===== src/rtl/hazard_stall_controller.sv =====
// Pipeline hazard/stall sequencer: load-use, branch-in-ID operand and multi-cycle mul/div stalls.
// Outputs are combinational from state/cnt/inputs. Optional stall-cycle counter under HAZARD_PERF_CNT_EN.
module hazard_stall_controller #(
    parameter int MUL_LATENCY = 3,
    parameter int DIV_LATENCY = 33
) (
    input  logic        clk,
    input  logic        rst,
    input  logic [4:0]  rs1_address_id_i,
    input  logic [4:0]  rs2_address_id_i,
    input  logic [4:0]  rs3_address_id_i,
    input  logic        rs1_used_id_i,
    input  logic        rs2_used_id_i,
    input  logic        rs3_used_id_i,
    input  logic        branch_id_i,
    input  logic        branch_taken_id_i,
    input  logic        rd_we_ex_i,
    input  logic [4:0]  rd_address_ex_i,
    input  logic        mem_to_reg_ex_i,
    input  logic        mem_to_reg_mem_i,
    input  logic [4:0]  rd_address_mem_i,
    input  logic        muldiv_ex_i,
    input  logic        div_ex_i,
    output logic        pc_en_o,
    output logic        if_id_en_o,
    output logic        id_ex_en_o,
    output logic        if_id_flush_o,
    output logic        id_ex_flush_o,
    output logic        ex_mem_flush_o,
    output logic        muldiv_busy_o
`ifdef HAZARD_PERF_CNT_EN
    ,
    output logic [31:0] stall_cycles_o
`endif
);

    localparam int CW = $clog2(DIV_LATENCY) + 1;

    typedef enum logic {
        RUN,
        MD_WAIT
    } state_t;

    state_t        state_q, state_d;
    logic [CW-1:0] cnt_q, cnt_d;

    logic [CW-1:0] lat;
    logic          md_start, md_stall;
    logic          load_use, branch_ex, branch_mem, hz_stall;

    function automatic logic match(input logic used, input logic [4:0] rs, input logic [4:0] rd);
        return used && (rs == rd) && (rd != 5'd0);
    endfunction

    always_comb begin
        lat        = div_ex_i ? CW'(DIV_LATENCY) : CW'(MUL_LATENCY);
        md_start   = (state_q == RUN) && muldiv_ex_i && (lat > CW'(1));
        md_stall   = md_start || ((state_q == MD_WAIT) && (cnt_q != '0));

        load_use   = mem_to_reg_ex_i && rd_we_ex_i &&
                     (match(rs1_used_id_i, rs1_address_id_i, rd_address_ex_i) ||
                      match(rs2_used_id_i, rs2_address_id_i, rd_address_ex_i) ||
                      match(rs3_used_id_i, rs3_address_id_i, rd_address_ex_i));
        branch_ex  = branch_id_i && rd_we_ex_i &&
                     (match(rs1_used_id_i, rs1_address_id_i, rd_address_ex_i) ||
                      match(rs2_used_id_i, rs2_address_id_i, rd_address_ex_i));
        branch_mem = branch_id_i && mem_to_reg_mem_i &&
                     (match(rs1_used_id_i, rs1_address_id_i, rd_address_mem_i) ||
                      match(rs2_used_id_i, rs2_address_id_i, rd_address_mem_i));
        hz_stall   = load_use || branch_ex || branch_mem;
    end

    // Next-state: the counter is loaded with LAT-2 so that, together with the
    // md_start cycle, exactly LAT-1 cycles are stalled before the release cycle.
    always_comb begin
        state_d = state_q;
        cnt_d   = cnt_q;
        if (rst) begin
            state_d = RUN;
            cnt_d   = '0;
        end else begin
            case (state_q)
                RUN: begin
                    if (md_start) begin
                        state_d = MD_WAIT;
                        cnt_d   = lat - CW'(2);
                    end
                end
                MD_WAIT: begin
                    if (cnt_q != '0) begin
                        cnt_d = cnt_q - CW'(1);
                    end else begin
                        state_d = RUN;
                    end
                end
                default: begin
                    state_d = RUN;
                    cnt_d   = '0;
                end
            endcase
        end
    end

    always_ff @(posedge clk) begin
        state_q <= state_d;
        cnt_q   <= cnt_d;
    end

    always_comb begin
        pc_en_o        = 1'b1;
        if_id_en_o     = 1'b1;
        id_ex_en_o     = 1'b1;
        if_id_flush_o  = 1'b0;
        id_ex_flush_o  = 1'b0;
        ex_mem_flush_o = 1'b0;
        muldiv_busy_o  = 1'b0;
        if (rst) begin
            pc_en_o        = 1'b0;
            if_id_en_o     = 1'b0;
            id_ex_en_o     = 1'b0;
            if_id_flush_o  = 1'b1;
            id_ex_flush_o  = 1'b1;
            ex_mem_flush_o = 1'b1;
        end else if (md_stall) begin
            // Freeze the front end; EX keeps the op, MEM receives bubbles.
            pc_en_o        = 1'b0;
            if_id_en_o     = 1'b0;
            id_ex_en_o     = 1'b0;
            ex_mem_flush_o = 1'b1;
            muldiv_busy_o  = 1'b1;
        end else if (hz_stall) begin
            pc_en_o        = 1'b0;
            if_id_en_o     = 1'b0;
            id_ex_flush_o  = 1'b1;
        end else begin
            if_id_flush_o  = branch_id_i && branch_taken_id_i;
        end
    end

`ifdef HAZARD_PERF_CNT_EN
    logic [31:0] stall_cycles_q, stall_cycles_d;

    always_comb begin
        stall_cycles_d = stall_cycles_q;
        if (rst) begin
            stall_cycles_d = '0;
        end else if (!pc_en_o && (stall_cycles_q != 32'hFFFF_FFFF)) begin
            stall_cycles_d = stall_cycles_q + 32'd1;
        end
    end

    always_ff @(posedge clk) begin
        stall_cycles_q <= stall_cycles_d;
    end

    assign stall_cycles_o = stall_cycles_q;
`endif

endmodule


===== config.mk =====
export PLATFORM = sky130hd
export DESIGN_NAME = hazard_stall_controller
export DESIGN_NICKNAME = d
export VERILOG_FILES = /design/src/rtl/hazard_stall_controller.sv
export SDC_FILE = /design/constraint.sdc
export NUM_CORES = 1
export LEC_CHECK = 0
export ABC_AREA = 1
export ABC_CLOCK_PERIOD_IN_PS = 2640
export CAP_MARGIN = 20
export CELL_PAD_IN_SITES_DETAIL_PLACEMENT = 1
export CELL_PAD_IN_SITES_GLOBAL_PLACEMENT = 2
export CORE_MARGIN = 1
export CORE_UTILIZATION = 21
export CTS_BUF_LIST = sky130_fd_sc_hd__clkbuf_16
export DETAILED_ROUTE_END_ITERATION = 12
export HOLD_SLACK_MARGIN = 0.08
export PLACE_DENSITY_LB_ADDON = 0.08
export SETUP_SLACK_MARGIN = 0.05
export SYNTH_ARGS = -nofsm -noshare
export SYNTH_HDL_FRONTEND = slang
export SYNTH_SLANG_ARGS = --single-unit

===== constraint.sdc =====
create_clock -name clk -period 2.64 [get_ports clk]
set_input_delay 0.528 -clock clk [delete_from_list [all_inputs] [get_ports clk]]
set_output_delay 0.528 -clock clk [all_outputs]
set_load 0.005 [all_outputs]

==> flow_summary.ini, run 1 <==
[power_and_ir_drop]
finalPower_uw = 701
p_int_uw = 472
vdd_ir_drop_max_uv = 237
p_per_area_nw_per_um2 = 408
power.share.switching_pct = 32.7
pwr-share-seq_pct = 20.7
p_leak_uw = 0.000997
power.switching_uw = 229
power_frac_clock_pct = 36.4
combPwrFrac_pct = 42.9

[clocking]
clockRootBuffer = clkbuf_16
clkTransAtPathRegs_ns = 0.04
cts_tree = built
cts_setup_buffers = 0
clkLatencyLatePin_ns = 0.23
htree_levels = 1
cts_buffers = 3
clock_path_buffers = 2
clock_sinks = 8

[route]
routed_wirelength_um = 3630
via_count = 1322
dr.pass1.iters = 7
drc = 2
postRouteAntennaNets = 0
drtIter0Drc = 17
via_per_inst = 4.45
routedWlPerCell_um = 12.2

[timing]
final.setup.tns_ns = 0
slew_headroom_pct = 83.6
skew_ns = 0.00145
worst_slack_ns = 0.136
rsz0062_at_grt = no
min_period_over_period_pct = 94.9
hold_ws_ns = 0.446
setup_viol = 0
period_minus_slack_ns = 2.50
hold_violations = 0
slew_violations = 0
tightest_slew_ns = 0.246
fmax_mhz = 399

[critical_path]
ff2ff_setup_slack_ns = 1.03
r2r_cells = 9
worst_setup_path_start_kind = flip-flop
r2r_end = cnt_q[5]
critPathCaptureType = output port
reg2reg_from = cnt_q[0]
critical_path_arrival_ns = 1.98
critPathMaxFanout = 6
required_ns = 2.11
worstSetupPathType = flip-flop to output port

[cells_and_area]
antennaDiodeCount = 0
drive_gt1_share_pct = 21.2
final_common_cell = nand2_1
nFillCells = 612
instances_no_fill = 297
final_cell_mix = 64 x nand2_1, 28 x inv_1, 21 x nor2_1, 21 x clkdlybuf4s50_1, 14 x buf_4
area_delta_synth_final_pct = 70.2
fin_nets = 285

[synth]
synth-xor-area-share_pct = 5.20
synth_nets = 224
ys_ff_latch = 8
synthMuxAreaShare_pct = 0
synth.distinct_cells = 22
synth_compound_area_share_pct = 13.4
syn_area_sq_um = 1010
syn-mean-instance-area_sq_um = 5.44
ys_warn_count = 0
yosysSeqAreaShare_pct = 15.8
synth-adder-area-share_pct = 1.24
synthesis.instances = 186
synth_top_family_by_area = simple AND/OR/NAND/NOR gates
synthSimpleGateAreaFrac_pct = 49.3

[floorplan]
fp.dieW_um = 71.4
die_h_um = 71.4
io_pins = 44
rows = 24
start_util_pct = 22.4
dieArea_sq_um = 5100
core_area_sq_um = 4500

[placed_design]
io_buffers = 43
hpwlAfterDp_um = 3180
place_ws_ns = -0.354
gp_congestion = 0.733
placedCellCount = 294

[worst_hold_path]
min_path_type = flip-flop to flip-flop
hold_end = cnt_q[6]
min-delay-start = cnt_q[6]
min_path_cells = 2

[global_route]
met3_usage_pct = 1.55
globalRouteTotalUtil_pct = 15.0
grt_pass1_vias = 1404
antenna_found_initial = 0
grt_max_degree = 7
grt.busiest_layer = met2
met1_usage_pct = 16.1
grt_pass1_wl_um = 6030
grt_util_met2_pct = 29.3
grt_overflow = 0

[status]
violations = design-rule violations
status = finished, violations left

[job]
drv_cap = 0
-- area by class of cell --
class	instances	area, sq um	share of cell area [%]
tap	52	65.1	3.78
inverter	38	145	8.44
clock buffer	3	75.1	4.36
multi-input combinational	139	733	42.6
timing repair buffer	57	542	31.5
sequential	8	160	9.31
-- metrics by stage --
stage | utilization (%) | cell area [sq um]
after floorplan | - | 1010
after global placement | 35.6 | 1600
after detailed placement | 35.6 | 1600
after CTS | 37.4 | 1680
after global routing | 38.2 | 1720
final | 38.2 | 1720
-- how the worst max path moves through the flow --
stage	slack (ns)	end	startpoint	depth (start not counted)
detailed placement	-0.35	id_ex_flush_o	rs1_address_id_i[1]	12
global placement	-0.33	id_ex_flush_o	rd_address_ex_i[0]	12
floorplan	0.66	pc_en_o	cnt_q[0]	9
CTS	0.05	id_ex_flush_o	rd_address_ex_i[2]	12
finish	0.14	muldiv_busy_o	cnt_q[0]	8
global route	0.04	if_id_flush_o	rs2_address_id_i[4]	11
-- synthesized netlist by cell type --
cell type,n,area (sq um)
nand2_4,2,22.5
inv_1,33,124
a21oi_1,3,15.0
nor3_1,3,15.0
buf_4,1,7.51
nand4_1,3,18.8
inv_2,4,15.0
ha_1,1,12.5
o21ai_0,7,35.0
nor2_2,1,6.26
o21ai_2,6,52.6
nand3_4,1,17.5
nor2_8,1,20.0
inv_4,1,6.26
o211ai_1,1,7.51
nand2_1,68,255
xor2_1,6,52.6
dfxtp_1,8,160
nand3b_1,1,7.51
nand3_1,9,45.0
nor2_1,24,90.1
o22ai_2,2,25.0
-- logic make-up after synthesis --
logic type	Yosys count
AND/OR/NAND/NOR	113
AO/OA/AOI/OAI	19
buffers and inverters	39
flip-flops	8
XOR/XNOR	6
adder cells (fa/ha/maj)	1
-- power by group through the flow --
stage               logic (uW)  clock network, uW  registers, uW
floorplan                  167                  0            145
global placement           301                  0            146
detailed placement         309                  0            147
CTS                        306                260            145
global route               334                266            147
finish                     301                255            145
-- routing by layer --
layer | part of all wire [%] | vias to the layer above
met3 | 3.4 | 9
met2 | 54 | 27
li1 | - | 681
met5 | 0 | -
met1 | 40 | 605
met4 | 2.6 | 0
-- state kept, by name, indices dropped and copies added (netlist names) --
signal   cells
state_q      1
cnt_q        7
-- critical path: stages, from the launching register on --
cell,delay (ns)
dfxtp_1,0.29
inv_1,0.16
ha_2,0.26
nand3_4,0.10
o21ai_2,0.19
nand2_4,0.12
nand2_4,0.11
inv_2,0.07
clkdlybuf4s50_1,0.44
-- repair_timing --
action | 4_1_cts | 5_1_grt
resized for setup | 20 | 20
setup endpoints to repair | 4 | 7
pin swaps | 3 | 4
endpoints found under the hold margin | 0 | 0
hold buffers | 0 | 0
No activity file was read; power rests on OpenSTA's default activity.
==> run 2, diff against run 1 <==
--- a/config.mk
+++ b/config.mk
@@ -17,6 +17,7 @@
 export HOLD_SLACK_MARGIN = 0.08
 export PLACE_DENSITY_LB_ADDON = 0.08
 export SETUP_SLACK_MARGIN = 0.05
+export SLEW_MARGIN = 30
 export SYNTH_ARGS = -nofsm -noshare
 export SYNTH_HDL_FRONTEND = slang
 export SYNTH_SLANG_ARGS = --single-unit
==> results of run 2 <==
The final DEF is identical to that of run 1; final timing and power are the same.
==> run 3, diff against run 2 <==
--- a/config.mk
+++ b/config.mk
@@ -17,6 +17,7 @@
 export HOLD_SLACK_MARGIN = 0.08
 export PLACE_DENSITY_LB_ADDON = 0.08
 export SETUP_SLACK_MARGIN = 0.05
+export SKIP_LAST_GASP = 1
 export SLEW_MARGIN = 30
 export SYNTH_ARGS = -nofsm -noshare
 export SYNTH_HDL_FRONTEND = slang
==> results of run 3 <==
The final DEF is identical to that of run 1; final timing and power are the same.
